$ cat src/rtl/hazard_pkg.sv
// Shared types for the hazard control unit: forwarding selects, FSM states, default widths.
package hazard_pkg;
  localparam int DEF_REG_ADDR_W = 5;

  typedef enum logic [1:0] {
    FWD_NONE = 2'b00,
    FWD_MEM  = 2'b01,
    FWD_WB   = 2'b10
  } fwd_sel_e;

  typedef enum logic [1:0] {
    HZ_IDLE,
    HZ_FLUSH,
    HZ_MEM_WAIT
  } hz_state_e;
endpackage

$ cat src/rtl/hazard_ctrl_unit_if.sv
// Pipeline <-> hazard unit bundle; master is the pipeline side, slave is the hazard unit.
interface hazard_ctrl_unit_if
  import hazard_pkg::*;
#(
  parameter int REG_ADDR_W = DEF_REG_ADDR_W,
  parameter int CNT_W      = 32
);
  logic [REG_ADDR_W-1:0] rs1_d_i, rs2_d_i, rs1_ex_i, rs2_ex_i;
  logic [REG_ADDR_W-1:0] rd_ex_i, rd_mem_i, rd_wb_i;
  logic                  regwen_ex_i, regwen_mem_i, regwen_wb_i;
  logic                  memrd_ex_i, pc_taken_i, dmem_req_i, dmem_ack_i;
  fwd_sel_e              fwd_a_o, fwd_b_o;
  logic                  stall_if_o, stall_id_o, stall_ex_o, stall_mem_o;
  logic                  flush_id_o, flush_ex_o, flush_wb_o, mem_err_o;
  logic [CNT_W-1:0]      stall_cnt_o, flush_cnt_o;

  modport master (
    output rs1_d_i, rs2_d_i, rs1_ex_i, rs2_ex_i, rd_ex_i, rd_mem_i, rd_wb_i,
           regwen_ex_i, regwen_mem_i, regwen_wb_i, memrd_ex_i, pc_taken_i,
           dmem_req_i, dmem_ack_i,
    input  fwd_a_o, fwd_b_o, stall_if_o, stall_id_o, stall_ex_o, stall_mem_o,
           flush_id_o, flush_ex_o, flush_wb_o, mem_err_o, stall_cnt_o, flush_cnt_o
  );

  modport slave (
    input  rs1_d_i, rs2_d_i, rs1_ex_i, rs2_ex_i, rd_ex_i, rd_mem_i, rd_wb_i,
           regwen_ex_i, regwen_mem_i, regwen_wb_i, memrd_ex_i, pc_taken_i,
           dmem_req_i, dmem_ack_i,
    output fwd_a_o, fwd_b_o, stall_if_o, stall_id_o, stall_ex_o, stall_mem_o,
           flush_id_o, flush_ex_o, flush_wb_o, mem_err_o, stall_cnt_o, flush_cnt_o
  );
endinterface

$ cat src/rtl/hazard_fwd_sel.sv
// One EX operand forwarding select; the MEM producer is younger and so wins over WB.
module hazard_fwd_sel
  import hazard_pkg::*;
#(
  parameter int REG_ADDR_W = DEF_REG_ADDR_W
) (
  input  logic [REG_ADDR_W-1:0] rs,
  input  logic [REG_ADDR_W-1:0] rd_mem,
  input  logic [REG_ADDR_W-1:0] rd_wb,
  input  logic                  regwen_mem,
  input  logic                  regwen_wb,
  output fwd_sel_e              sel
);
  always_comb begin
    sel = FWD_NONE;
    if (regwen_mem && (rd_mem != '0) && (rd_mem == rs))   sel = FWD_MEM;
    else if (regwen_wb && (rd_wb != '0) && (rd_wb == rs)) sel = FWD_WB;
  end
endmodule

$ cat src/rtl/hazard_ctrl_unit.sv
// Hazard control: forwarding, load-use bubble, branch flush, data-access wait with timeout.
// Optional performance counters are built when HAZARD_PERF_CNT_EN is defined.
module hazard_ctrl_unit
  import hazard_pkg::*;
#(
  parameter int REG_ADDR_W  = DEF_REG_ADDR_W,
  parameter int BR_PENALTY  = 1,
  parameter int MEM_TIMEOUT = 16,
  parameter int CNT_W       = 32
) (
  input logic               clk_i,
  input logic               rst_ni,
  hazard_ctrl_unit_if.slave hz
);
  localparam logic [1:0] BR_RELOAD = 2'(BR_PENALTY - 1);
  localparam logic [7:0] TMO       = 8'(MEM_TIMEOUT);

  hz_state_e  state_q, state_d, ret_q, ret_d, cur;
  logic [1:0] br_cnt_q, br_cnt_d;
  logic [7:0] wait_cnt_q, wait_cnt_d;
  fwd_sel_e   sel_a, sel_b;
  logic       mem_wait, load_use, timeout;
  logic       st_if, st_id, st_ex, st_mem, fl_id, fl_ex, fl_wb, err;
  logic       unused_regwen_ex;

  assign unused_regwen_ex = hz.regwen_ex_i;

  hazard_fwd_sel #(.REG_ADDR_W(REG_ADDR_W)) u_fwd_a (
    .rs(hz.rs1_ex_i), .rd_mem(hz.rd_mem_i), .rd_wb(hz.rd_wb_i),
    .regwen_mem(hz.regwen_mem_i), .regwen_wb(hz.regwen_wb_i), .sel(sel_a)
  );
  hazard_fwd_sel #(.REG_ADDR_W(REG_ADDR_W)) u_fwd_b (
    .rs(hz.rs2_ex_i), .rd_mem(hz.rd_mem_i), .rd_wb(hz.rd_wb_i),
    .regwen_mem(hz.regwen_mem_i), .regwen_wb(hz.regwen_wb_i), .sel(sel_b)
  );

  assign mem_wait = hz.dmem_req_i & ~hz.dmem_ack_i;
  assign load_use = hz.memrd_ex_i & (hz.rd_ex_i != '0) &
                    ((hz.rd_ex_i == hz.rs1_d_i) | (hz.rd_ex_i == hz.rs2_d_i));
  assign timeout  = (state_q == HZ_MEM_WAIT) && (wait_cnt_q == TMO);
  // While waiting, the state to resume is what governs the ack cycle.
  assign cur      = (state_q == HZ_MEM_WAIT) ? ret_q : state_q;

  always_comb begin
    state_d    = state_q;
    ret_d      = ret_q;
    br_cnt_d   = br_cnt_q;
    wait_cnt_d = wait_cnt_q;
    {st_if, st_id, st_ex, st_mem, fl_id, fl_ex, fl_wb, err} = '0;
    if (timeout) begin
      err        = 1'b1;
      state_d    = HZ_IDLE;
      wait_cnt_d = '0;
    end else if (mem_wait) begin
      {st_if, st_id, st_ex, st_mem, fl_wb} = '1;
      state_d    = HZ_MEM_WAIT;
      ret_d      = cur;
      wait_cnt_d = (state_q == HZ_MEM_WAIT) ? wait_cnt_q + 8'd1 : 8'd1;
    end else begin
      state_d    = HZ_IDLE;
      wait_cnt_d = '0;
      if (hz.pc_taken_i) begin
        {fl_id, fl_ex} = '1;
        if (BR_PENALTY > 1) begin
          br_cnt_d = BR_RELOAD;
          state_d  = HZ_FLUSH;
        end
      end else if (cur == HZ_FLUSH) begin
        {fl_id, fl_ex} = '1;
        br_cnt_d = br_cnt_q - 2'd1;
        state_d  = (br_cnt_q == 2'd1) ? HZ_IDLE : HZ_FLUSH;
      end else if (load_use) begin
        {st_if, st_id, fl_ex} = '1;
      end
    end
  end

  always_ff @(posedge clk_i) begin
    if (!rst_ni) begin
      state_q    <= HZ_IDLE;
      ret_q      <= HZ_IDLE;
      br_cnt_q   <= '0;
      wait_cnt_q <= '0;
    end else begin
      state_q    <= state_d;
      ret_q      <= ret_d;
      br_cnt_q   <= br_cnt_d;
      wait_cnt_q <= wait_cnt_d;
    end
  end

  assign hz.fwd_a_o     = rst_ni ? sel_a : FWD_NONE;
  assign hz.fwd_b_o     = rst_ni ? sel_b : FWD_NONE;
  assign hz.stall_if_o  = rst_ni & st_if;
  assign hz.stall_id_o  = rst_ni & st_id;
  assign hz.stall_ex_o  = rst_ni & st_ex;
  assign hz.stall_mem_o = rst_ni & st_mem;
  assign hz.flush_id_o  = rst_ni & fl_id;
  assign hz.flush_ex_o  = rst_ni & fl_ex;
  assign hz.flush_wb_o  = rst_ni & fl_wb;
  assign hz.mem_err_o   = rst_ni & err;

`ifdef HAZARD_PERF_CNT_EN
  logic [CNT_W-1:0] stall_cnt_q, flush_cnt_q;

  always_ff @(posedge clk_i) begin
    if (!rst_ni) begin
      stall_cnt_q <= '0;
      flush_cnt_q <= '0;
    end else begin
      if (hz.stall_if_o && !(&stall_cnt_q)) stall_cnt_q <= stall_cnt_q + CNT_W'(1);
      if (hz.flush_id_o && !(&flush_cnt_q)) flush_cnt_q <= flush_cnt_q + CNT_W'(1);
    end
  end

  assign hz.stall_cnt_o = stall_cnt_q;
  assign hz.flush_cnt_o = flush_cnt_q;
`else
  assign hz.stall_cnt_o = {CNT_W{1'b0}};
  assign hz.flush_cnt_o = {CNT_W{1'b0}};
`endif
endmodule

$ cat src/flat_wrapper.sv
// flat-port wrapper written by rule: the top's interface ports become plain ports
module hazard_ctrl_unit_flat import hazard_pkg::*;
#(
  parameter int REG_ADDR_W  = DEF_REG_ADDR_W,
  parameter int BR_PENALTY  = 1,
  parameter int MEM_TIMEOUT = 16,
  parameter int CNT_W       = 32
)
  (clk_i, rst_ni, hz_rs1_d_i, hz_rs2_d_i, hz_rs1_ex_i, hz_rs2_ex_i, hz_rd_ex_i, hz_rd_mem_i, hz_rd_wb_i, hz_regwen_ex_i, hz_regwen_mem_i, hz_regwen_wb_i, hz_memrd_ex_i, hz_pc_taken_i, hz_dmem_req_i, hz_dmem_ack_i, hz_fwd_a_o, hz_fwd_b_o, hz_stall_if_o, hz_stall_id_o, hz_stall_ex_o, hz_stall_mem_o, hz_flush_id_o, hz_flush_ex_o, hz_flush_wb_o, hz_mem_err_o, hz_stall_cnt_o, hz_flush_cnt_o);
  hazard_ctrl_unit_if #(.REG_ADDR_W(REG_ADDR_W), .CNT_W(CNT_W)) hz_i ();
  input logic clk_i;
  input logic rst_ni;
  input wire logic [$bits(hz_i.rs1_d_i)-1:0] hz_rs1_d_i;
  input wire logic [$bits(hz_i.rs2_d_i)-1:0] hz_rs2_d_i;
  input wire logic [$bits(hz_i.rs1_ex_i)-1:0] hz_rs1_ex_i;
  input wire logic [$bits(hz_i.rs2_ex_i)-1:0] hz_rs2_ex_i;
  input wire logic [$bits(hz_i.rd_ex_i)-1:0] hz_rd_ex_i;
  input wire logic [$bits(hz_i.rd_mem_i)-1:0] hz_rd_mem_i;
  input wire logic [$bits(hz_i.rd_wb_i)-1:0] hz_rd_wb_i;
  input wire logic [$bits(hz_i.regwen_ex_i)-1:0] hz_regwen_ex_i;
  input wire logic [$bits(hz_i.regwen_mem_i)-1:0] hz_regwen_mem_i;
  input wire logic [$bits(hz_i.regwen_wb_i)-1:0] hz_regwen_wb_i;
  input wire logic [$bits(hz_i.memrd_ex_i)-1:0] hz_memrd_ex_i;
  input wire logic [$bits(hz_i.pc_taken_i)-1:0] hz_pc_taken_i;
  input wire logic [$bits(hz_i.dmem_req_i)-1:0] hz_dmem_req_i;
  input wire logic [$bits(hz_i.dmem_ack_i)-1:0] hz_dmem_ack_i;
  output wire logic [$bits(hz_i.fwd_a_o)-1:0] hz_fwd_a_o;
  output wire logic [$bits(hz_i.fwd_b_o)-1:0] hz_fwd_b_o;
  output wire logic [$bits(hz_i.stall_if_o)-1:0] hz_stall_if_o;
  output wire logic [$bits(hz_i.stall_id_o)-1:0] hz_stall_id_o;
  output wire logic [$bits(hz_i.stall_ex_o)-1:0] hz_stall_ex_o;
  output wire logic [$bits(hz_i.stall_mem_o)-1:0] hz_stall_mem_o;
  output wire logic [$bits(hz_i.flush_id_o)-1:0] hz_flush_id_o;
  output wire logic [$bits(hz_i.flush_ex_o)-1:0] hz_flush_ex_o;
  output wire logic [$bits(hz_i.flush_wb_o)-1:0] hz_flush_wb_o;
  output wire logic [$bits(hz_i.mem_err_o)-1:0] hz_mem_err_o;
  output wire logic [$bits(hz_i.stall_cnt_o)-1:0] hz_stall_cnt_o;
  output wire logic [$bits(hz_i.flush_cnt_o)-1:0] hz_flush_cnt_o;
  assign hz_i.rs1_d_i = hz_rs1_d_i;
  assign hz_i.rs2_d_i = hz_rs2_d_i;
  assign hz_i.rs1_ex_i = hz_rs1_ex_i;
  assign hz_i.rs2_ex_i = hz_rs2_ex_i;
  assign hz_i.rd_ex_i = hz_rd_ex_i;
  assign hz_i.rd_mem_i = hz_rd_mem_i;
  assign hz_i.rd_wb_i = hz_rd_wb_i;
  assign hz_i.regwen_ex_i = hz_regwen_ex_i;
  assign hz_i.regwen_mem_i = hz_regwen_mem_i;
  assign hz_i.regwen_wb_i = hz_regwen_wb_i;
  assign hz_i.memrd_ex_i = hz_memrd_ex_i;
  assign hz_i.pc_taken_i = hz_pc_taken_i;
  assign hz_i.dmem_req_i = hz_dmem_req_i;
  assign hz_i.dmem_ack_i = hz_dmem_ack_i;
  assign hz_fwd_a_o = hz_i.fwd_a_o;
  assign hz_fwd_b_o = hz_i.fwd_b_o;
  assign hz_stall_if_o = hz_i.stall_if_o;
  assign hz_stall_id_o = hz_i.stall_id_o;
  assign hz_stall_ex_o = hz_i.stall_ex_o;
  assign hz_stall_mem_o = hz_i.stall_mem_o;
  assign hz_flush_id_o = hz_i.flush_id_o;
  assign hz_flush_ex_o = hz_i.flush_ex_o;
  assign hz_flush_wb_o = hz_i.flush_wb_o;
  assign hz_mem_err_o = hz_i.mem_err_o;
  assign hz_stall_cnt_o = hz_i.stall_cnt_o;
  assign hz_flush_cnt_o = hz_i.flush_cnt_o;
  hazard_ctrl_unit #(.REG_ADDR_W(REG_ADDR_W), .BR_PENALTY(BR_PENALTY), .MEM_TIMEOUT(MEM_TIMEOUT), .CNT_W(CNT_W)) u_core (.clk_i(clk_i), .rst_ni(rst_ni), .hz(hz_i));
endmodule
$ cat config.mk
export PLATFORM = sky130hd
export DESIGN_NAME = hazard_ctrl_unit_flat
export DESIGN_NICKNAME = d
export VERILOG_FILES = /design/src/rtl/hazard_pkg.sv /design/src/rtl/hazard_ctrl_unit_if.sv /design/src/rtl/hazard_fwd_sel.sv /design/src/rtl/hazard_ctrl_unit.sv /design/src/flat_wrapper.sv
export SDC_FILE = /design/constraint.sdc
export NUM_CORES = 1
export LEC_CHECK = 0
export CAP_MARGIN = 20
export CORE_MARGIN = 2
export CORE_UTILIZATION = 34
export CTS_CLUSTER_DIAMETER = 120
export DETAILED_ROUTE_END_ITERATION = 10
export PLACE_DENSITY_LB_ADDON = 0.08
export SLEW_MARGIN = 20
export SYNTH_ARGS = -nofsm -noshare
export SYNTH_HDL_FRONTEND = slang
export SYNTH_SLANG_ARGS = --single-unit
$ cat constraint.sdc
create_clock -name clk_i -period 2.3 [get_ports clk_i]
set_input_delay 0.46 -clock clk_i [delete_from_list [all_inputs] [get_ports clk_i]]
set_output_delay 0.46 -clock clk_i [all_outputs]
set_load 0.01 [all_outputs]
---- Word-level counts from Yosys, hierarchy flattened ----
Cells that the tools add are included.
W data, S select, Z words.
storage, ports and cells
  logic and storage cells ................. 78
  bits of input ports ..................... 44
  output and inout port bits .............. 76
  register bits after elaboration ......... 14
  memory bits (writable) .................. 0
  bits in latches ......................... 0
  memories ................................ 0
  bits in read-only memories .............. 0
operators by class
  reductions and logical operators ........ 16
  equal/unequal tests ..................... 10
  bitwise gates (word level) .............. 16
  div/mod/pow operators ................... 0
  mux-type cells .......................... 28
  $lt $le $gt $ge ......................... 0
  add/sub/neg operators ................... 2
  shift-type cells ........................ 0
  $mul .................................... 0
operator list
  kind                   number
  $eq A5 B5 Y1           6
  $mux W2                10
  $mux W1                18
  $reduce_bool A5 Y1     3
  $add A8 B1 Y8 const B  1
  $and A1 B1 Y1          8
  $eq A8 B5 Y1 const B   1
  $logic_and A1 B1 Y1    7
  $not A1 Y1             7
  $reduce_or A5 Y1       1
  $eq A2 B1 Y1 const B   2
  $reduce_and A4 Y1      1
  $reduce_or A4 Y1       1
  $reduce_or A3 Y1       1
  $eq A2 B2 Y1 const B   1
  $reduce_and A2 Y1      1
  $reduce_or A2 Y1       1
  $sub A2 B1 Y2 const B  1
  $or A1 B1 Y1           1

---- Longest topological paths before layout ----
Gate-level depths: netlist (run 1).
  depth in word-level cells ............... 9
  depth in mapped cells ................... 8
  gate-level depth less buffers ........... 8

---- Cells and area by module ----
A second synthesis (run 1) with hierarchy kept.
unflattened totals
  cells, all modules ...................... 207
  area total of the unflattened synthesis .. 1655.3 µm²
modules (own cells, without submodules)
  module            cells an instance  area an instance (µm²)  times used  sequential area each (µm²)
  hazard_ctrl_unit  167                1352.5                  1           280.3
  hazard_fwd_sel    20                 151.4                   2           0.0

---- Least setup slack after synthesis (run 1) ----
No wires, ideal clock.
  path kind ............................... reg-to-output
  start ................................... reg u_core.wait_cnt_q[0]
  end ..................................... out hz_stall_if_o
  stages on the path, launching flop included .. 8
  data arrival time ....................... 1.728 ns
  path buffers ............................ 1
  data required time ...................... 1.840 ns
  path slack .............................. 0.112 ns
  cells stage by stage .................... dfxtp_1 > inv_1 > ha_1 > or4b_4 > o31ai_4 > or2b_2 > o31ai_1 > buf_4
on the way
  longest elaborated chain between the ends .. 4
ends and longest elaborated chain
  what                      RTL line                source
  start: declaration        hazard_ctrl_unit.sv:20  logic [7:0] wait_cnt_q, wait_cnt_d;
  start signal: assignment  hazard_ctrl_unit.sv:88  wait_cnt_q <= wait_cnt_d;
  $eq A8 B5 Y1              hazard_ctrl_unit.sv:40  assign timeout = (state_q == HZ_MEM_WAIT) && (wait_cnt_q == TMO);
  $logic_and A1 B1 Y1       hazard_ctrl_unit.sv:40
  $mux W1                   --
  $and A1 B1 Y1             --
  end: declaration          flat_wrapper.sv:29      output wire logic [$bits(hz_i.stall_if_o)-1:0] hz_stall_if_o;
No other way between the ends.

---- Final worst setup path (run 1) ----
  start ................................... reg u_core.wait_cnt_q[1]
  end ..................................... out hz_flush_ex_o
on the way
  longest elaborated chain between the ends .. 4
ends and longest elaborated chain
  what                 RTL line                source
  $eq A8 B5 Y1         hazard_ctrl_unit.sv:40
  $logic_and A1 B1 Y1  hazard_ctrl_unit.sv:40
  $mux W1              hazard_ctrl_unit.sv:50  if (timeout) begin
  $and A1 B1 Y1        hazard_ctrl_unit.sv:99  assign hz.flush_ex_o = rst_ni & fl_ex;
  end: declaration     flat_wrapper.sv:34      output wire logic [$bits(hz_i.flush_ex_o)-1:0] hz_flush_ex_o;
No other way between the ends.

==> results.yml, run 1 <==
run_status:
  status: "finished with violations"
  violations: "negative setup slack"
critical_path:
  cp.arrival_ns: 2.00
  cp-start-kind: "register"
  worst-setup-path-type: "register to output pin"
  cp.required_ns: 1.84
  critPathCaptureType: "output pin"
  worstPathMaxFanout: 4
sta:
  min_period_over_period: 1.07
  skew_ns: 0.000760
  hold_viol_final: 0
  finalSetupTns_ns: -0.678
  fmax_mhz: 407
  whs_ns: 0.468
  min_period_ns: 2.46
  setup_viol: 7
  rsz0062_at_grt: "yes"
  fin_ws_ns: -0.157
  drv_slew: 0
logic_synthesis:
  synthCells: 197
  yosys.area.top_type: "buf_4"
  synth_area_sq_mm: 0.00159
  avgSynthCellArea_sq_um: 8.09
  synth_warnings: 0
  ys_top_cells_by_area: "buf_4, dfxtp_1, xor2_1"
  synth_top_area_frac: 0.316
  ys_seq_area_frac: 0.176
  synth_seq_cells: 14
  synth.distinct_cells: 31
die:
  die_w_um: 72.4
  fp.dieH_um: 72.4
  start_util: 0.358
  core_sq_mm: 0.00444
  io_pins: 120
  fp.dieArea_sq_mm: 0.00525
  rows: 24
drt:
  drt_iter0_drc: 21
  via_per_inst: 4.03
  routed_wl_um: 3460
  first_pass_iters: 4
  drc: 0
  wl_per_cell_um: 10.2
  antenna_left: 0
  num_vias: 1366
grt:
  grt_util_all_layers: 0.125
  antenna_found_initial: 0
  grt_remaining_overflow: 0
  grt_pass1_vias: 1216
  grt_first_pass_wirelength_um: 5230
  grt_max_degree: 9
finish:
  syn2layout_area_growth_pct: 42.5
  final_layout_size_suffix_gt1_frac: 0.275
  diodes: 0
  stdcell_count: 339
  nets: 335
  final_cell_mix: "conb_1, buf_4, xor2_1"
  final_common_cell: "conb_1"
pwr:
  powerDensity_mw_per_mm2: 326
  ir_drop_v: 0.000233
  fin_total_pwr_w: 0.000740
  power_leakage_nw: 1.10
placement:
  place.gp.congestion: 0.786
  post-place-ws_ns: -0.758
  hpwl_um: 2950
  port_buffers: 54
  dp.cells: 334
clock_network:
  numClockSinks: 14
  numCtsBuffers: 3
  cts.hold.buffers_added: 0
  htreeDepth: 1
  cts-root-buf: "clkbuf_8"
  cts_tree: "built"
  path_clk_slew_ns: 0.06
  clock_latency_ns: 0.24
  clockBufferDepth: 2
flow_run:
  cap_violations: 0
worst_hold_path:
  hold_class: "register to register"
-- metrics by stage --
stage	instance area (sq um)	utilization
floorplan	1830	-
global placement	2190	0.494
detailed placement	2190	0.494
CTS	2220	0.500
global route	2270	0.511
finish	2270	0.511
-- routing by layer --
layer | vias up | routed length, um | global-route usage
li1 | 707 | - | -
met1 | 589 | 1450 | 0.150
met2 | 68 | 1700 | 0.229
met3 | 2 | 282 | 0.0208
met4 | 0 | 27 | 0.0370
met5 | - | 0 | 0
-- sequential cells by signal, indices dropped and copies added (netlist names) --
signal,count
u_core.wait_cnt_q,8
u_core.ret_q,2
u_core.br_cnt_q,2
u_core.state_q,2
-- worst max-delay path, stage by stage (launching register included) --
cell      delay, ns
dfxtp_1        0.31
inv_2          0.07
ha_4           0.11
or4b_4         0.47
o31ai_4        0.33
buf_4          0.18
or3_1          0.09
o21bai_1       0.05
buf_2          0.14
-- Yosys cell counts --
cell      count
buf_4        67
xor2_1       29
dfxtp_1      14
nor2_1        9
nand3_1       7
xnor2_1       7
inv_1         6
nor3_1        6
o21ai_0       6
a21oi_1       5
nor4_1        5
or4_1         5
and3_1        3
ha_1          3
nor2b_1       3
o211ai_1      3
and2_1        2
nand2b_1      2
or3_1         2
or3b_2        2
a22oi_1       1
and4bb_2      1
conb_1        1
inv_2         1
nand2_1       1
nand2_2       1
o21bai_1      1
o31ai_1       1
o31ai_4       1
or2b_2        1
or4b_4        1
-- logic make-up (layout without fill, tap and decap cells) --
| logic type | Yosys count | in the layout | synth area share |
|---|---|---|---|
| xor gates and xnor gates | 36 | 36 | 0.198 |
| AOI/OAI and AO/OA | 18 | 18 | 0.0762 |
| adders and majority gates | 3 | 3 | 0.0236 |
| DFF | 14 | 14 | 0.176 |
| buffers and inverters | 74 | 101 | 0.332 |
| and+or+nand+nor | 51 | 51 | 0.192 |
| other | 1 | 64 | 0.00235 |
-- where the power goes --
group | internal [W] | switching [W] | total (W)
combinational | 0.000124 | 0.000135 | 0.000260
sequential | 0.000244 | 0.000000861 | 0.000245
clock | 0.000151 | 0.0000834 | 0.000235
total | 0.000520 | 0.000220 | 0.000740
-- final timing paths --
kind	start	end	slack, ns	depth (start not counted)
worst max-delay path	u_core.wait_cnt_q[1]$_SDFF_PP0_	hz_flush_ex_o	-0.16	8
worst min-delay path	u_core.ret_q[0]$_SDFFE_PN0P_	u_core.ret_q[0]$_SDFFE_PN0P_	0.47	2
worst max register to register	u_core.wait_cnt_q[1]$_SDFF_PP0_	u_core.wait_cnt_q[7]$_SDFF_PP0_	0.34	9
worst min register to register	u_core.ret_q[0]$_SDFFE_PN0P_	u_core.ret_q[0]$_SDFFE_PN0P_	0.47	2
-- what timing repair did --
| item | 4_1_cts | 5_1_grt |
|---|---|---|
| setup endpoints to repair | 12 | 12 |
| gates resized for setup | 94 | 18 |
| pin swaps | 15 | 10 |
| buffers inserted | 1 | 0 |
-- layout make-up --
class,instances,area (sq um)
multi-input cells,172,1110
fillers,477,2170
well taps,52,65.1
flip-flops and latches,14,282
clock buffers,4,55.1
repair buffers,90,727
inverters,7,26.3
Power figures use the tool's default switching activity.
==> run 2: changes to the inputs <==
--- a/config.mk
+++ b/config.mk
@@ -5,7 +5,7 @@
 export SDC_FILE = /design/constraint.sdc
 export NUM_CORES = 1
 export LEC_CHECK = 0
-export CAP_MARGIN = 20
+export CORE_ASPECT_RATIO = 0.8
 export CORE_MARGIN = 2
 export CORE_UTILIZATION = 34
 export CTS_CLUSTER_DIAMETER = 120
==> constraint.sdc (replaced) <==
create_clock -name clk_i -period 2.56 [get_ports clk_i]
set_input_delay 0.512 -clock clk_i [delete_from_list [all_inputs] [get_ports clk_i]]
set_output_delay 0.512 -clock clk_i [all_outputs]
set_load 0.01 [all_outputs]
==> run 2 against run 1 <==
The flow still finishes with violations (negative setup slack). Sequential power decreased by 9.8%. Hold slack improved by 0.0077 ns. Sequential share of layout area decreased by 0.72 points. Largest power group unchanged.
==> results.yml, run 2 (same netlist as run 1, synthesis figures left out) <==
run_status:
  status: "finished with violations"
  violations: "negative setup slack"
finish:
  regMostFlops: "u_core.wait_cnt_q"
  final_cell_mix: "conb_1, buf_4, xor2_1"
  final_common_cell: "conb_1"
  largest_reg_flops: 8
  final_layout_size_suffix_gt1_frac: 0.305
  syn2layout_area_growth_pct: 52.0
  diodes: 0
  fillCellCount: 445
  stdcell_count: 352
  nets: 340
critical_path:
  critPathCaptureType: "output pin"
  cp-start-kind: "register"
  critical_path.cell_chain: "inv_2, ha_4, or4b_4, o31ai_4, buf_6, buf_6, or3_1, o21bai_1, buf_2"
  r2r_slack_ns: 0.63
  worst-setup-path-type: "register to output pin"
  cpLargestDelayFamily: "simple AND/OR/NAND/NOR gates"
  worstPathMaxFanout: 3
  cp.arrival_ns: 2.07
  cp_num_buf_inv: 4
  cp_common_cell: "buf_6"
  cp.required_ns: 2.05
  slowest_delay_ns: 0.48
  critPathSlowestCell: "or4b_4"
flow_run:
  cap_violations: 0
drt:
  routed_wl_um: 3880
  wl_per_cell_um: 11.0
  drt_iter0_drc: 34
  antenna_left: 0
  via_per_inst: 3.98
  first_pass_iters: 4
  drc: 0
  num_vias: 1400
pwr:
  power_leakage_nw: 1.16
  ir_drop_v: 0.000230
  powerDensity_mw_per_mm2: 291
die:
  die_w_um: 80.5
  rows: 22
  fp.dieArea_sq_mm: 0.00525
  fp.dieH_um: 65.2
  start_util: 0.351
  core_sq_mm: 0.00454
  io_pins: 120
placement:
  hpwl_um: 3030
  dp.cells: 338
  place.gp.congestion: 0.782
  port_buffers: 54
grt:
  grt_max_degree: 9
  grt_util_all_layers: 0.144
  antenna_found_initial: 0
  grt_remaining_overflow: 0
  grt_pass1_vias: 1288
  grt_first_pass_wirelength_um: 5900
sta:
  drv_slew: 0
  rsz0062_at_grt: "yes"
  min_period_over_period: 1.01
  hold_viol_final: 0
  setup_viol: 4
  fin_ws_ns: -0.0198
  fmax_mhz: 388
  skew_ns: 0.00521
  finalSetupTns_ns: -0.0659
  min_period_ns: 2.58
clock_network:
  htreeDepth: 1
  clock_latency_ns: 0.25
  numClockSinks: 14
  numCtsBuffers: 3
  clockBufferDepth: 2
  cts_tree: "built"
  cts-root-buf: "clkbuf_8"
  path_clk_slew_ns: 0.06
worst_hold_path:
  hold_class: "register to register"
[run 2: changes by cell type in the layout (fill, tap and decap cells not counted), moves of 4 or more]
cell / previous run / this run
buf_2: 15 / 5
xnor2_2: 0 / 4
buf_4: 33 / 38
clkbuf_2: 2 / 6
xnor2_1: 7 / 3
[run 2: report_power, final]
| group | switching, W | internal (W) |
|---|---|---|
| clock network | 0.0000814 | 0.000136 |
| registers | 0.00000124 | 0.000219 |
| logic | 0.000135 | 0.000131 |
[run 2: cell type report]
type | count | area (sq um) | area share
multi-input cells | 172 | 1180 | 0.488
repair buffers | 95 | 800 | 0.330
flip-flops and latches | 14 | 283 | 0.117
well taps | 60 | 75.1 | 0.0310
clock buffers | 4 | 55.1 | 0.0227
inverters | 7 | 26.3 | 0.0109
[run 2: metal layers]
metal | GRT usage | routed length (um) | vias up
li1 | - | - | 717
met2 | 0.245 | 1800 | 76
met5 | 0 | 0 | -
met3 | 0.0371 | 314 | 4
met4 | 0.0127 | 25 | 0
met1 | 0.192 | 1740 | 603
[run 2: worst min-delay path, stage by stage, from the launching register on]
cell,delay (ns)
dfxtp_1,0.31
o21ai_0,0.07
a21oi_1,0.06
[run 2: path summary, 6_finish.rpt]
| path | start | to | cells past startpoint |
|---|---|---|---|
| worst max-delay path | u_core.wait_cnt_q[1]$_SDFF_PP0_ | hz_flush_ex_o | 9 |
| worst min-delay path | u_core.br_cnt_q[1]$_SDFFE_PN0P_ | u_core.br_cnt_q[1]$_SDFFE_PN0P_ | 2 |
| worst max register to register | u_core.wait_cnt_q[1]$_SDFF_PP0_ | u_core.wait_cnt_q[7]$_SDFF_PP0_ | 9 |
| worst min register to register | u_core.br_cnt_q[1]$_SDFFE_PN0P_ | u_core.br_cnt_q[1]$_SDFFE_PN0P_ | 2 |
[run 2: what timing repair did]
action	CTS	global route
resized for setup	63	39
gates cloned	0	0
buffers inserted	6	4
pin swaps	11	13
endpoints found under the setup margin	12	11
hold buffers	0	0
[run 2: through the flow]
stage	hold slack (ns)	setup slack, ns	total power, W	area, sq um	utilization
global placement	0.457	-0.588	0.000462	2170	0.479
global route	0.486	-0.107	0.000744	2420	0.533
CTS	0.474	-0.0211	0.000680	2290	0.505
floorplan	0.444	0.294	0.000399	1830	-
detailed placement	0.463	-0.640	0.000460	2170	0.479
finish	0.476	-0.0198	0.000704	2420	0.533
